--- src/rtl/seg_scan_ctrl_if.sv ---
// Display-side bundle of seg_scan_ctrl: buffer write port, scan enable, dp mask and pin outputs.
// Master is the note/score logic side; slave is the scan controller.
interface seg_scan_if #(
  parameter int NUM_DIGITS = 8,
  parameter int IDX_W      = 3
);
  logic                  enable;
  logic                  wr_vld;
  logic [IDX_W-1:0]      wr_addr;
  logic [3:0]            wr_dat;
  logic [NUM_DIGITS-1:0] dp_mask;
  logic [NUM_DIGITS-1:0] an;
  logic [6:0]            seg;
  logic                  dp;
  logic                  frame;

  modport master (
    output enable, wr_vld, wr_addr, wr_dat, dp_mask,
    input  an, seg, dp, frame
  );

  modport slave (
    input  enable, wr_vld, wr_addr, wr_dat, dp_mask,
    output an, seg, dp, frame
  );
endinterface

--- src/rtl/seg_scan_ctrl.sv ---
// seg_scan_ctrl: time-multiplexed common-anode 7-seg scanner with a dead-time window per digit slot.
// Outputs registered in step with the FSM; writes accepted every cycle, no backpressure.
module seg_scan_ctrl #(
  parameter int NUM_DIGITS = 8,
  parameter int IDX_W      = 3,
  parameter int SCAN_DIV   = 50000,
  parameter int DEAD_CYC   = 16
) (
  input  logic       clk,
  input  logic       rst_n,
  seg_scan_if.slave  bus
);
  localparam int                CNT_W     = $clog2(SCAN_DIV);
  localparam logic [IDX_W-1:0]  LAST_IDX  = IDX_W'(NUM_DIGITS - 1);
  localparam logic [IDX_W:0]    NUM_IDX   = (IDX_W + 1)'(NUM_DIGITS);
  localparam logic [CNT_W-1:0]  DEAD_LAST = CNT_W'(DEAD_CYC - 1);
  localparam logic [CNT_W-1:0]  DIV_LAST  = CNT_W'(SCAN_DIV - 1);

  typedef enum logic [1:0] {IDLE, DEAD, ON} state_t;

  state_t                state_q, state_nxt;
  logic [IDX_W-1:0]      idx_q, idx_nxt;
  logic [CNT_W-1:0]      cnt_q, cnt_nxt;
  logic [3:0]            digit_buf [NUM_DIGITS];
  logic [NUM_DIGITS-1:0] an_nxt;
  logic [6:0]            seg_nxt;
  logic                  dp_nxt;
  logic                  frame_nxt;

  function automatic logic [6:0] seg_decode(input logic [3:0] code);
    case (code)
      4'd0:    seg_decode = 7'h40;
      4'd1:    seg_decode = 7'h79;
      4'd2:    seg_decode = 7'h24;
      4'd3:    seg_decode = 7'h30;
      4'd4:    seg_decode = 7'h19;
      4'd5:    seg_decode = 7'h12;
      4'd6:    seg_decode = 7'h02;
      4'd7:    seg_decode = 7'h78;
      4'd8:    seg_decode = 7'h00;
      4'd9:    seg_decode = 7'h10;
      4'd10:   seg_decode = 7'h77;
      4'd11:   seg_decode = 7'h3F;
      4'd12:   seg_decode = 7'h7E;
      default: seg_decode = 7'h7F;
    endcase
  endfunction

  always_comb begin
    state_nxt = state_q;
    idx_nxt   = idx_q;
    cnt_nxt   = cnt_q;
    frame_nxt = 1'b0;
    if (!bus.enable) begin
      state_nxt = IDLE;
      idx_nxt   = '0;
      cnt_nxt   = '0;
    end else begin
      case (state_q)
        IDLE: begin
          state_nxt = DEAD;
          idx_nxt   = '0;
          cnt_nxt   = '0;
        end
        DEAD: begin
          cnt_nxt = cnt_q + 1'b1;
          if (cnt_q == DEAD_LAST) state_nxt = ON;
        end
        ON: begin
          if (cnt_q == DIV_LAST) begin
            cnt_nxt   = '0;
            state_nxt = DEAD;
            idx_nxt   = (idx_q == LAST_IDX) ? '0 : idx_q + 1'b1;
            frame_nxt = (idx_q == LAST_IDX);
          end else begin
            cnt_nxt = cnt_q + 1'b1;
          end
        end
        default: begin
          state_nxt = IDLE;
          idx_nxt   = '0;
          cnt_nxt   = '0;
        end
      endcase
    end
  end

  // Outputs are derived from the next state so pins and FSM change on the same edge;
  // segment data is read from the pre-write buffer, so a write shows one cycle later.
  always_comb begin
    an_nxt  = '1;
    seg_nxt = 7'h7F;
    dp_nxt  = 1'b1;
    if (state_nxt != IDLE) begin
      seg_nxt = seg_decode(digit_buf[idx_nxt]);
      dp_nxt  = ~bus.dp_mask[idx_nxt];
    end
    if (state_nxt == ON) an_nxt[idx_nxt] = 1'b0;
  end

  always_ff @(posedge clk or negedge rst_n) begin
    if (!rst_n) begin
      state_q   <= IDLE;
      idx_q     <= '0;
      cnt_q     <= '0;
      bus.an    <= '1;
      bus.seg   <= 7'h7F;
      bus.dp    <= 1'b1;
      bus.frame <= 1'b0;
      for (int i = 0; i < NUM_DIGITS; i++) digit_buf[i] <= 4'hF;
    end else begin
      state_q   <= state_nxt;
      idx_q     <= idx_nxt;
      cnt_q     <= cnt_nxt;
      bus.an    <= an_nxt;
      bus.seg   <= seg_nxt;
      bus.dp    <= dp_nxt;
      bus.frame <= frame_nxt;
      if (bus.wr_vld && ({1'b0, bus.wr_addr} < NUM_IDX))
        digit_buf[bus.wr_addr] <= bus.wr_dat;
    end
  end
endmodule

--- src/flat_wrapper.sv ---
// flat-port wrapper written by rule: the top's interface ports become plain ports
module seg_scan_ctrl_flat 
#(
  parameter int NUM_DIGITS = 8,
  parameter int IDX_W      = 3,
  parameter int SCAN_DIV   = 50000,
  parameter int DEAD_CYC   = 16
)
  (clk, rst_n, bus_enable, bus_wr_vld, bus_wr_addr, bus_wr_dat, bus_dp_mask, bus_an, bus_seg, bus_dp, bus_frame);
  seg_scan_if #(.NUM_DIGITS(NUM_DIGITS), .IDX_W(IDX_W)) bus_i ();
  input  logic clk;
  input  logic rst_n;
  input wire logic [$bits(bus_i.enable)-1:0] bus_enable;
  input wire logic [$bits(bus_i.wr_vld)-1:0] bus_wr_vld;
  input wire logic [$bits(bus_i.wr_addr)-1:0] bus_wr_addr;
  input wire logic [$bits(bus_i.wr_dat)-1:0] bus_wr_dat;
  input wire logic [$bits(bus_i.dp_mask)-1:0] bus_dp_mask;
  output wire logic [$bits(bus_i.an)-1:0] bus_an;
  output wire logic [$bits(bus_i.seg)-1:0] bus_seg;
  output wire logic [$bits(bus_i.dp)-1:0] bus_dp;
  output wire logic [$bits(bus_i.frame)-1:0] bus_frame;
  assign bus_i.enable = bus_enable;
  assign bus_i.wr_vld = bus_wr_vld;
  assign bus_i.wr_addr = bus_wr_addr;
  assign bus_i.wr_dat = bus_wr_dat;
  assign bus_i.dp_mask = bus_dp_mask;
  assign bus_an = bus_i.an;
  assign bus_seg = bus_i.seg;
  assign bus_dp = bus_i.dp;
  assign bus_frame = bus_i.frame;
  seg_scan_ctrl #(.NUM_DIGITS(NUM_DIGITS), .IDX_W(IDX_W), .SCAN_DIV(SCAN_DIV), .DEAD_CYC(DEAD_CYC)) u_core (.clk(clk), .rst_n(rst_n), .bus(bus_i));
endmodule
--- config.mk ---
export PLATFORM = sky130hd
export DESIGN_NAME = seg_scan_ctrl_flat
export DESIGN_NICKNAME = d
export VERILOG_FILES = /design/src/rtl/seg_scan_ctrl_if.sv /design/src/rtl/seg_scan_ctrl.sv /design/src/flat_wrapper.sv
export SDC_FILE = /design/constraint.sdc
export NUM_CORES = 1
export LEC_CHECK = 0
export BUFFER_PORTS_ARGS = -buffer_cell sky130_fd_sc_hd__buf_4
export CORE_AREA = 2 2 75 106
export DETAILED_ROUTE_END_ITERATION = 6
export DIE_AREA = 0 0 77 108
export GPL_TIMING_DRIVEN = 0
export PLACE_DENSITY = 0.75
export SKIP_LAST_GASP = 1
export SLEW_MARGIN = 20
export SYNTH_ARGS = -nofsm -noshare
export SYNTH_HDL_FRONTEND = slang
export SYNTH_SLANG_ARGS = --single-unit
--- constraint.sdc ---
create_clock -name clk -period 3.1 [get_ports clk]
set_input_delay 0.31 -clock clk [delete_from_list [all_inputs] [get_ports clk]]
set_output_delay 0.31 -clock clk [all_outputs]
set_load 0.02 [all_outputs]
[Word-level counts from Yosys, hierarchy flattened]
Memory sizes are Yosys's and may differ from the RTL's.
Index checks and enable logic that the tools add are counted.
Word-level totals
  flip-flop bits (word level): 70
  ROM bits: 112
  bits of input ports: 19
  memories kept: 1
  word-level logic and storage cells: 64
Cells by class
  reduce and logical (&&, ||, !) cells: 4
  bitwise operators: 4
  multiplexer cells: 27
  magnitude comparators: 5
  $add $sub $neg: 2
  equality and inequality tests: 6
Memories
  (no name shown): depth 16, bits a word 7, read ports 1, clocked after Yosys merged registers in 0, write ports 0, line seg_scan_ctrl.sv:31  | case (code)
Operators by type and width (count)
  $bwmux 32: 1
  $mux 16: 2
  $pmux 16 s2: 1
  $add 16x1->16 const B: 1
  $eq 16x16->1 const B: 1
  $eq 16x4->1 const B: 1
  $bmux 4 s3: 1
  $demux 4 s3: 1
  $mux 4: 3
  $mux 3: 3
  $ge 4x4->1 const B: 2
  $mux 8: 1
  $not 3->4: 2
  $not 8->8: 1
  $mux 7: 1
  $mux 1: 6
  $mux 2: 3
  $pmux 2 s3: 1
  $pmux 3 s2: 1
  $eq 2x2->1 const B: 2
  $lt 3x4->1 const B: 1
  $lt 4x1->1 const B: 1
  $add 3x1->3 const B: 1
  $bmux 1 s3: 1
  8 further kinds: 9

[Logic depth before layout (Yosys ltp)]
Gate-level depths: netlist of run 1.
  word-level depth: 11
  depth in mapped cells: 15
  gate-level depth less buffers: 13

[Least setup slack after synthesis of run 1]
OpenSTA, ideal clock, no wires.
  kind: register to register
  from: reg u_core.cnt_q[0]
  to: reg u_core.bus.seg[5]
  required time: 3.018 ns
  stages on the path, launching flop included: 15
  setup time: 0.082 ns
  arrival: 3.092 ns
  path slack: -0.074 ns
  path through: dfrtp_1 -> ha_1 -> and4_1 -> and4_1 -> buf_4 -> o21ai_2 -> a22oi_2 -> buf_6 -> or3_1 -> nor2_1 -> a211o_1 -> inv_1 -> ha_1 -> or3_1 -> a32oi_1
On the way
  word-level cells in the longest chain between the ends: 10
RTL lines
  start: declaration: line seg_scan_ctrl.sv:23  | logic [CNT_W-1:0] cnt_q, cnt_nxt;
  start signal: assignment: line seg_scan_ctrl.sv:114  | cnt_q <= cnt_nxt;
  $eq 16x16->1: line seg_scan_ctrl.sv:70  | if (cnt_q == DIV_LAST) begin
  $mux 3: line seg_scan_ctrl.sv:70
  $pmux 3 s2: line seg_scan_ctrl.sv:59  | case (state_q)
  $mux 3: line seg_scan_ctrl.sv:54  | if (!bus.enable) begin
  $not 3->4 (not written as such): line seg_scan_ctrl.sv:95  | seg_nxt = seg_decode(digit_buf[idx_nxt]);
  $bmux 4 s3: line seg_scan_ctrl.sv:95
  $mux 4 (not written as such) (2 in series): line seg_scan_ctrl.sv:95
  $mem_v2 16x7
  $mux 7 (*): line seg_scan_ctrl.sv:94  | if (state_nxt != IDLE) begin
  net u_core.seg_nxt[5]: line seg_scan_ctrl.sv:26  | logic [6:0] seg_nxt;
  end signal: assignment: line seg_scan_ctrl.sv:116  | bus.seg <= seg_nxt;
  end: declaration: line seg_scan_ctrl_if.sv:24  | output an, seg, dp, frame
Mark *: on every way through the listed nets, which the timed path passes. The rest lies on a longest branch. The select of a mux whose other input is x is not followed.
A chain may end at the register's enable or synchronous reset.

[Worst setup path after layout of run 1]
  from: reg u_core.cnt_q[0]
  to: reg u_core.bus.seg[4]
Same word-level chain as after synthesis.

==> tab_implementation.tex, run 1 <==
\begin{tabular}{lr}
\hline
Metric & Value \\
\hline
\multicolumn{2}{l}{\textbf{Timing}} \\
Number of setup violations in the final report & 0 \\
Ratio of final minimum period to clock period & 96.9\% \\
Setup TNS after final layout & 0 ns \\
Final setup skew & about 0.0058 ns \\
Post-route minimum period & 3.00 ns \\
Slew Viols, Final & 0 \\
Final hold viol count & 0 \\
Slew at the pin with the worst max-slew slack & 0.831 ns \\
Final worst setup slack & 0.0974 ns \\
Slew margin rel. & between 40 and 50\% \\
Achievable Freq & between 0.3 and 0.4 GHz \\
Unrepaired setup endpoints after global routing & true \\
\multicolumn{2}{l}{\textbf{Synth}} \\
Sequential fraction of the synthesis area & 50.1\% \\
Number of enable flip-flop cells after synthesis & 0 \\
Synthesized area per cell & 11.8 sq um \\
Post-synthesis net count & 339 \\
Cell count after synthesis & 307 \\
Most common flop cell mapped by yosys & sky130\_fd\_sc\_hd\_\_dfstp\_2 \\
Fraction of synthesis flops using an asynchronous set or reset pin & 100\% \\
Synthesized area & 0.00362 sq mm \\
Ys Warns & 0 \\
Count of state elements after synthesis & 70 \\
Distinct cell type count of the synthesized netlist & 55 \\
\multicolumn{2}{l}{\textbf{CTS}} \\
Buffer levels on the longest clock path & 2 \\
CTS root buffer & sky130\_fd\_sc\_hd\_\_clkbuf\_8 \\
Clock insertion delay at the later pin of the skew report & about 0.36 ns \\
Inserted Clock Buffers & 9 \\
Hold-fix buffers, CTS & 0 \\
TritonCTS clock tree & yes \\
Maximum level of the CTS H-tree & 3 \\
Clock transition at the registers of the reported paths & 0.07 ns \\
Number of sinks handled by clock tree synthesis & 70 \\
\multicolumn{2}{l}{\textbf{Floorplanning}} \\
Total core area & 0.00731 sq mm \\
Row cnt & 37 \\
Die Y-Extent & 108 um \\
Overall die area & 0.00832 sq mm \\
IO Pins & 36 \\
Initial core utilization & roughly 50\% \\
Width of the chip & between 70 and 80 um \\
\multicolumn{2}{l}{\textbf{Setup path}} \\
Crit. Startpoint & u\_core.cnt\_q[0] \\
WS Path Type & reg -> reg \\
FF-to-FF path depth & 11 \\
Reg-to-reg critical path startpoint & u\_core.cnt\_q[0] \\
Setup crit start kind & flop \\
Worst Path Arrival & approximately 3.3 ns \\
Critical Path Sink Type & flop \\
Reg-to-reg critical path endpoint & u\_core.bus.seg[4] \\
Highest net fanout along the worst path & 7 \\
Internal reg-to-reg setup slack & 0.1 ns \\
Data required time at the worst endpoint & 3.37 ns \\
\multicolumn{2}{l}{\textbf{Route}} \\
Vias per cell & 5.55 \\
Routed Wire Length & 7.75 mm \\
Routed length per instance & 16.5 um \\
Via count of the routed design & 2607 \\
Number of detailed-routing iterations run before antenna repair & 5 \\
DRC violation total after the first TritonRoute iteration & about 180 \\
Number of nets still failing antenna checks after routing & 0 \\
\# DRC & 0 \\
\multicolumn{2}{l}{\textbf{Pwr}} \\
Fraction of power consumed by the clock network & 31.6\% \\
Pleak & 1.81 nW \\
Internal power & 1.79 mW \\
Maximum vdd drop & 402 uV \\
Sw Share & 26.0\% \\
Post-layout total power & 2.42 mW \\
Portion of total power attributed to combinational logic & 19.7\% \\
Sequential Power Share & 48.6\% \\
Power Dens Cells & around 530 mW/mm\^{}2 \\
Power dissipated by switching net loads & 0.629 mW \\
\multicolumn{2}{l}{\textbf{Job}} \\
Max Cap Violations & 0 \\
\multicolumn{2}{l}{\textbf{Global route}} \\
Antenna violations before repair & 0 \\
Number of global-route vias before repair & between 2000 and 3000 \\
Overflow left after global routing & 0 \\
Global-route wire length before repair & between 10 and 15 mm \\
Global-route usage over all layers & 20.3\% \\
Pin count of the biggest net entering global routing & 71 \\
\multicolumn{2}{l}{\textbf{Placement}} \\
Half-perimeter wire length after placement & 5.32 mm \\
Final GP Congestion & 0.825 \\
Port bufs & 35 \\
Worst-case setup slack after placement & -0.602 ns \\
\multicolumn{2}{l}{\textbf{Cells and area}} \\
Share of post-route cells with drive strength above 1 & between 50 and 60\% \\
Final layout net count & 400 \\
Diodes inserted & 0 \\
Area growth from synthesis to layout & 25.2\% \\
\multicolumn{2}{l}{\textbf{Status}} \\
Run status & finished clean \\
\multicolumn{2}{l}{\textbf{Worst hold path}} \\
Tightest Hold Check Type & in -> async \\
\hline
\end{tabular}
-- registers in the layout, indices dropped and copies added, names as in the netlist --
name              flops
u_core.state_q        2
u_core.idx_q          3
u_core.bus.dp         1
u_core.bus.seg        7
u_core.digit_buf     32
u_core.bus.frame      1
u_core.cnt_q         16
u_core.bus.an         8
-- worst max-delay path: stages (launching register included) --
cell,delay [ns]
sky130_fd_sc_hd__dfrtp_1,0.39
sky130_fd_sc_hd__ha_2,0.20
sky130_fd_sc_hd__and4_1,0.21
sky130_fd_sc_hd__and4_4,0.24
sky130_fd_sc_hd__a21o_1,0.22
sky130_fd_sc_hd__a21oi_4,0.17
sky130_fd_sc_hd__buf_8,0.17
sky130_fd_sc_hd__mux2_4,0.31
sky130_fd_sc_hd__a211o_4,0.37
sky130_fd_sc_hd__ha_1,0.20
sky130_fd_sc_hd__mux2_4,0.26
sky130_fd_sc_hd__a32oi_1,0.18
-- cell usage in the layout, fill, tap and decap left out, types with 3 or more instances in the layout --
cell / count
sky130_fd_sc_hd__a21oi_1: 4
sky130_fd_sc_hd__a32oi_1: 3
sky130_fd_sc_hd__and3_1: 7
sky130_fd_sc_hd__buf_4: 52
sky130_fd_sc_hd__clkbuf_1: 3
sky130_fd_sc_hd__clkbuf_8: 10
sky130_fd_sc_hd__dfrtp_1: 21
sky130_fd_sc_hd__dfstp_2: 48
sky130_fd_sc_hd__ha_1: 11
sky130_fd_sc_hd__inv_1: 7
sky130_fd_sc_hd__mux2_2: 36
sky130_fd_sc_hd__mux2i_1: 6
sky130_fd_sc_hd__mux2i_2: 3
sky130_fd_sc_hd__mux2i_4: 4
sky130_fd_sc_hd__nand2_1: 18
sky130_fd_sc_hd__nand3_1: 11
sky130_fd_sc_hd__nand4b_1: 3
sky130_fd_sc_hd__nor2_1: 30
sky130_fd_sc_hd__nor2_2: 3
sky130_fd_sc_hd__nor2b_1: 4
sky130_fd_sc_hd__nor3_1: 4
sky130_fd_sc_hd__o21ai_0: 8
sky130_fd_sc_hd__o21ai_1: 3
sky130_fd_sc_hd__o22ai_4: 3
sky130_fd_sc_hd__xnor2_1: 6
sky130_fd_sc_hd__xor2_1: 8
-- stage by stage --
stage | cell area (sq um) | hold slack [ns] | cells | util (%)
after CTS | 4400 | 0.0811 | 466 | 60.2
after detailed placement | 4020 | 0.466 | 439 | 54.9
after global placement | 4020 | 0.447 | 439 | 54.9
after floorplan | 3630 | 0.0144 | 307 | -
final | 4530 | 0.0604 | 470 | 61.9
after global routing | 4530 | 0.129 | 470 | 61.9
-- layout make-up --
class	instances	area [sq um]
flip-flops and latches	70	1810
clock buffers	13	170
inverters	8	32.5
multi-input cells	223	1920
fillers	594	2790
clock inverters	3	40.0
repair buffers	51	383
plain buffers	5	52.6
well taps	97	121
-- worst max-delay path by stage --
stage                   endpoint  depth (start not counted)  slack, ns
6_report       u_core.bus.seg[4]                         11        0.1
4_1_cts        u_core.bus.seg[3]                         12      0.006
5_1_grt        u_core.bus.seg[5]                         13      -0.02
3_5_place_dp   u_core.bus.seg[5]                         14      -0.60
3_3_place_gp   u_core.bus.seg[5]                         14      -0.49
2_1_floorplan  u_core.bus.seg[5]                         14       0.02
-- routing by layer --
metal	vias up	GRT usage, %	part of all wire [%]
met4	0	10.1	3.1
li1	1224	-	-
met2	61	35.3	53
met3	22	5.34	4.0
met5	-	0	0
met1	1300	23.0	40
-- what timing repair did --
item | in CTS | in global routing
setup endpoints to repair | 7 | 7
pin swaps | 13 | 10
setup buffers | 12 | 4
gates resized for setup | 20 | 17
-- power groups by stage --
stage,Combinational [mW],Sequential (mW),Clock (mW)
6_report,0.478,1.18,0.766
2_1_floorplan,0.263,1.18,0
4_1_cts,0.447,1.16,0.785
3_3_place_gp,0.396,1.16,0
3_5_place_dp,0.412,1.17,0
5_1_grt,0.524,1.19,0.827
-- cell usage after synthesis (2+ instances only) --
library cell               instances  area, sq um
sky130_fd_sc_hd__nor3b_1           2         15.0
sky130_fd_sc_hd__and4_1            3         26.3
sky130_fd_sc_hd__a21o_1            2         15.0
sky130_fd_sc_hd__nor2_1           33          124
sky130_fd_sc_hd__o21ai_1           3         15.0
sky130_fd_sc_hd__nand2_1          18         67.6
sky130_fd_sc_hd__nor2_2            2         12.5
sky130_fd_sc_hd__o22ai_1           4         25.0
sky130_fd_sc_hd__xor2_1            8         70.1
sky130_fd_sc_hd__buf_6             2         22.5
sky130_fd_sc_hd__or3_1             3         18.8
sky130_fd_sc_hd__inv_1             8         30.0
sky130_fd_sc_hd__mux2i_1          13          130
sky130_fd_sc_hd__dfrtp_1          22          551
sky130_fd_sc_hd__nor2b_1           4         25.0
sky130_fd_sc_hd__and3_1            7         43.8
sky130_fd_sc_hd__nand2b_1          2         12.5
sky130_fd_sc_hd__a32oi_1           4         35.0
sky130_fd_sc_hd__o221ai_1          2         17.5
sky130_fd_sc_hd__dfstp_2          48         1260
sky130_fd_sc_hd__xnor2_1           6         52.6
sky130_fd_sc_hd__o21ai_0           8         40.0
sky130_fd_sc_hd__nand4b_1          3         26.3
sky130_fd_sc_hd__a21oi_1           4         20.0
sky130_fd_sc_hd__nand4_1           2         12.5
sky130_fd_sc_hd__ha_1             13          163
sky130_fd_sc_hd__nor3_1            5         25.0
sky130_fd_sc_hd__buf_4             2         15.0
sky130_fd_sc_hd__nand3_1          12         60.1
sky130_fd_sc_hd__mux2_4            2         30.0
sky130_fd_sc_hd__mux2_2           36          405
-- cells by family (layout without fill, tap and decap cells) --
kind of cell,after synthesis,in the layout,share of synthesized area (%)
XOR/XNOR,14,14,3.39
adder cells (fa/ha/maj),13,13,4.50
flip-flops,70,70,50.1
buffers and inverters,14,80,2.39
AND/OR/NAND/NOR,103,103,14.8
multiplexers,52,52,16.0
AO/OA/AOI/OAI,41,41,8.89
(Power assumes the default switching activity.)
==> inputs of run 2 (changes only) <==
RECOVER_POWER = 50   (was not set)
==> run 2 against run 1 <==
  * The flow now finishes with violations (max-capacitance violations, max-slew violations)
  * Total power hardly changed
  * Wire length hardly changed
  * Die area unchanged
  * Combinational power about the same
  * Clock skew barely moved
  * Final cell count stayed put
  * Sequential power about the same
  * Highest routed layer unchanged
==> tab_implementation.tex, run 2 (synthesis gave the netlist of run 1 again) <==
\begin{tabular}{lr}
\hline
Metric & Value \\
\hline
\multicolumn{2}{l}{\textbf{CTS}} \\
Number of sinks handled by clock tree synthesis & 70 \\
Inserted Clock Buffers & 9 \\
CTS root buffer & sky130\_fd\_sc\_hd\_\_clkbuf\_8 \\
Buffer levels on the longest clock path & 2 \\
Clock insertion delay at the later pin of the skew report & 0.36 ns \\
Maximum level of the CTS H-tree & 3 \\
Clock transition at the registers of the reported paths & roughly 0.070 ns \\
TritonCTS clock tree & yes \\
Hold-fix buffers, CTS & 0 \\
\multicolumn{2}{l}{\textbf{Cells and area}} \\
Number of fill cells & 596 \\
Area growth from synthesis to layout & 25.1\% \\
Most common cell after layout, fill and taps aside & sky130\_fd\_sc\_hd\_\_buf\_4 \\
Diodes inserted & 0 \\
Most flop-heavy register & u\_core.digit\_buf \\
Flip-flop count of the largest register after layout & 32 \\
Final Instance Area & 0.00452 sq mm \\
Final layout net count & 400 \\
Share of post-route cells with drive strength above 1 & 51.5\% \\
Finished Layout Cells & 470 \\
Util after Layout & around three fifths \\
Top flop regs & u\_core.digit\_buf (32), u\_core.cnt\_q (16), u\_core.bus.an (8) \\
Commonest non-fill, non-tap cells in the layout & sky130\_fd\_sc\_hd\_\_buf\_4 (50), sky130\_fd\_sc\_hd\_\_dfstp\_2 (48), sky130\_fd\_sc\_hd\_\_mux2\_2 (36) \\
\multicolumn{2}{l}{\textbf{Floorplanning}} \\
Die Y-Extent & 108 um \\
IO Pins & 36 \\
Row cnt & 37 \\
Width of the chip & 77 um \\
Overall die area & 0.00832 sq mm \\
Total core area & between 0.007 and 0.008 sq mm \\
Initial core utilization & 49.4\% \\
\multicolumn{2}{l}{\textbf{Placement}} \\
Cell Count Post-Placement & 439 \\
Half-perimeter wire length after placement & about 5.3 mm \\
Placed cell area & $\sim$0.0040 sq mm \\
Final GP Congestion & 0.825 \\
Port bufs & 35 \\
\multicolumn{2}{l}{\textbf{Timing}} \\
Slew Viols, Final & 71 \\
Post-route minimum period & 3.00 ns \\
Slew margin rel. & -10.2\% \\
Hold\_ws & 0.251 ns \\
Final setup skew & $\sim$0.0058 ns \\
Unrepaired setup endpoints after global routing & true \\
Slew at the pin with the worst max-slew slack & 1.65 ns \\
Achievable Freq & between 0.3 and 0.4 GHz \\
Final hold viol count & 0 \\
Ratio of final minimum period to clock period & 96.9\% \\
Number of setup violations in the final report & 0 \\
\multicolumn{2}{l}{\textbf{Worst hold path}} \\
Startpoint of the worst hold path & bus\_enable \\
End of the worst hold path & u\_core.bus.frame \\
Hold Path Stages & 2 \\
Tightest Hold Check Type & in -> reg \\
\multicolumn{2}{l}{\textbf{Pwr}} \\
Power Dens Cells & $\sim$530 mW/mm\^{}2 \\
Pleak & between 1.5 and 2 nW \\
Maximum vdd drop & approximately 400 uV \\
Post-layout total power & 2.42 mW \\
\multicolumn{2}{l}{\textbf{Route}} \\
Routed length per instance & around 16 um \\
Via count of the routed design & 2609 \\
Vias per cell & around 5.6 \\
Routed Wire Length & 7.75 mm \\
\# DRC & 0 \\
Number of nets still failing antenna checks after routing & 0 \\
Number of detailed-routing iterations run before antenna repair & 5 \\
DRC violation total after the first TritonRoute iteration & 178 \\
\multicolumn{2}{l}{\textbf{Setup path}} \\
Setup crit start kind & flop \\
Worst Path Arrival & roughly 3.3 ns \\
FF-to-FF path depth & 11 \\
WS Path Type & reg -> reg \\
Reg-to-reg critical path startpoint & u\_core.cnt\_q[0] \\
Data required time at the worst endpoint & 3.37 ns \\
Internal reg-to-reg setup slack & 0.1 ns \\
Critical Path Sink Type & flop \\
Reg-to-reg critical path endpoint & u\_core.bus.seg[4] \\
Highest net fanout along the worst path & 7 \\
\multicolumn{2}{l}{\textbf{Status}} \\
Run status & finished, violations left \\
Failing checks & max-capacitance violations, max-slew violations \\
\multicolumn{2}{l}{\textbf{Job}} \\
Max Cap Violations & 1 \\
\multicolumn{2}{l}{\textbf{Global route}} \\
Global-route wire length before repair & 12.9 mm \\
Antenna violations before repair & 0 \\
Global-route usage over all layers & $\sim$20\% \\
Number of global-route vias before repair & 2723 \\
Pin count of the biggest net entering global routing & 71 \\
Overflow left after global routing & 0 \\
\hline
\end{tabular}
[run 2: worst max-delay path: stages, from the launching register on]
cell and delay, ns:
sky130_fd_sc_hd__dfrtp_1 0.39, sky130_fd_sc_hd__ha_2 0.20, sky130_fd_sc_hd__and4_1 0.21, sky130_fd_sc_hd__and4_4 0.24
sky130_fd_sc_hd__a21o_1 0.22, sky130_fd_sc_hd__a21oi_4 0.17, sky130_fd_sc_hd__buf_8 0.17, sky130_fd_sc_hd__mux2_4 0.31
sky130_fd_sc_hd__a211o_4 0.37, sky130_fd_sc_hd__ha_1 0.20, sky130_fd_sc_hd__mux2_4 0.26, sky130_fd_sc_hd__a32oi_1 0.18
[run 2: worst max path at each step]
stage                           from                end  slack (ns)  depth (start not counted)
floorplan            u_core.cnt_q[0]  u_core.bus.seg[5]        0.02                         14
global placement     u_core.cnt_q[0]  u_core.bus.seg[5]       -0.49                         14
detailed placement   u_core.cnt_q[0]  u_core.bus.seg[5]       -0.60                         14
CTS                 u_core.cnt_q[12]  u_core.bus.seg[3]       0.006                         12
global route         u_core.cnt_q[0]  u_core.bus.seg[5]       -0.02                         13
finish               u_core.cnt_q[0]  u_core.bus.seg[4]         0.1                         11
[run 2: cell type report]
type                       count  area, sq um  area share (%)
clock buffer                  13          170            3.76
timing repair buffer          51          377            8.33
sequential                    70         1810            40.1
tap                           97          121            2.68
buffer                         5         52.6            1.16
multi-input combinational    223         1920            42.4
inverter                       8         32.5           0.719
clock inverter                 3         40.0           0.885
[run 2: report_power, final]
group / total (mW) / internal, mW / switching (mW)
sequential: 1.18 / 1.11 / 0.0707
clock: 0.766 / 0.440 / 0.326
combinational: 0.477 / 0.243 / 0.233
[run 2: metrics by stage]
step	TNS, ns	worst slack (ns)
after floorplan	0	0.0176
after global placement	-1.86	-0.491
after detailed placement	-2.49	-0.602
after global routing	-0.0679	-0.0239
after CTS	0	0.00630
final	0	0.0974
[run 2: repair_timing]
action | 4_1_cts | 5_1_grt
gates resized for setup | 20 | 17
gates cloned | 0 | 0
pin swaps | 13 | 10
endpoints found under the setup margin | 7 | 7
setup buffers | 12 | 4
[run 2: per-layer routing]
layer | vias up | global-route usage [%] | wire length [um]
li1 | 1225 | - | -
met1 | 1301 | 23.0 | 3100
met2 | 61 | 35.3 | 4100
met3 | 22 | 5.34 | 309
met4 | 0 | 10.1 | 242
met5 | - | 0 | 0
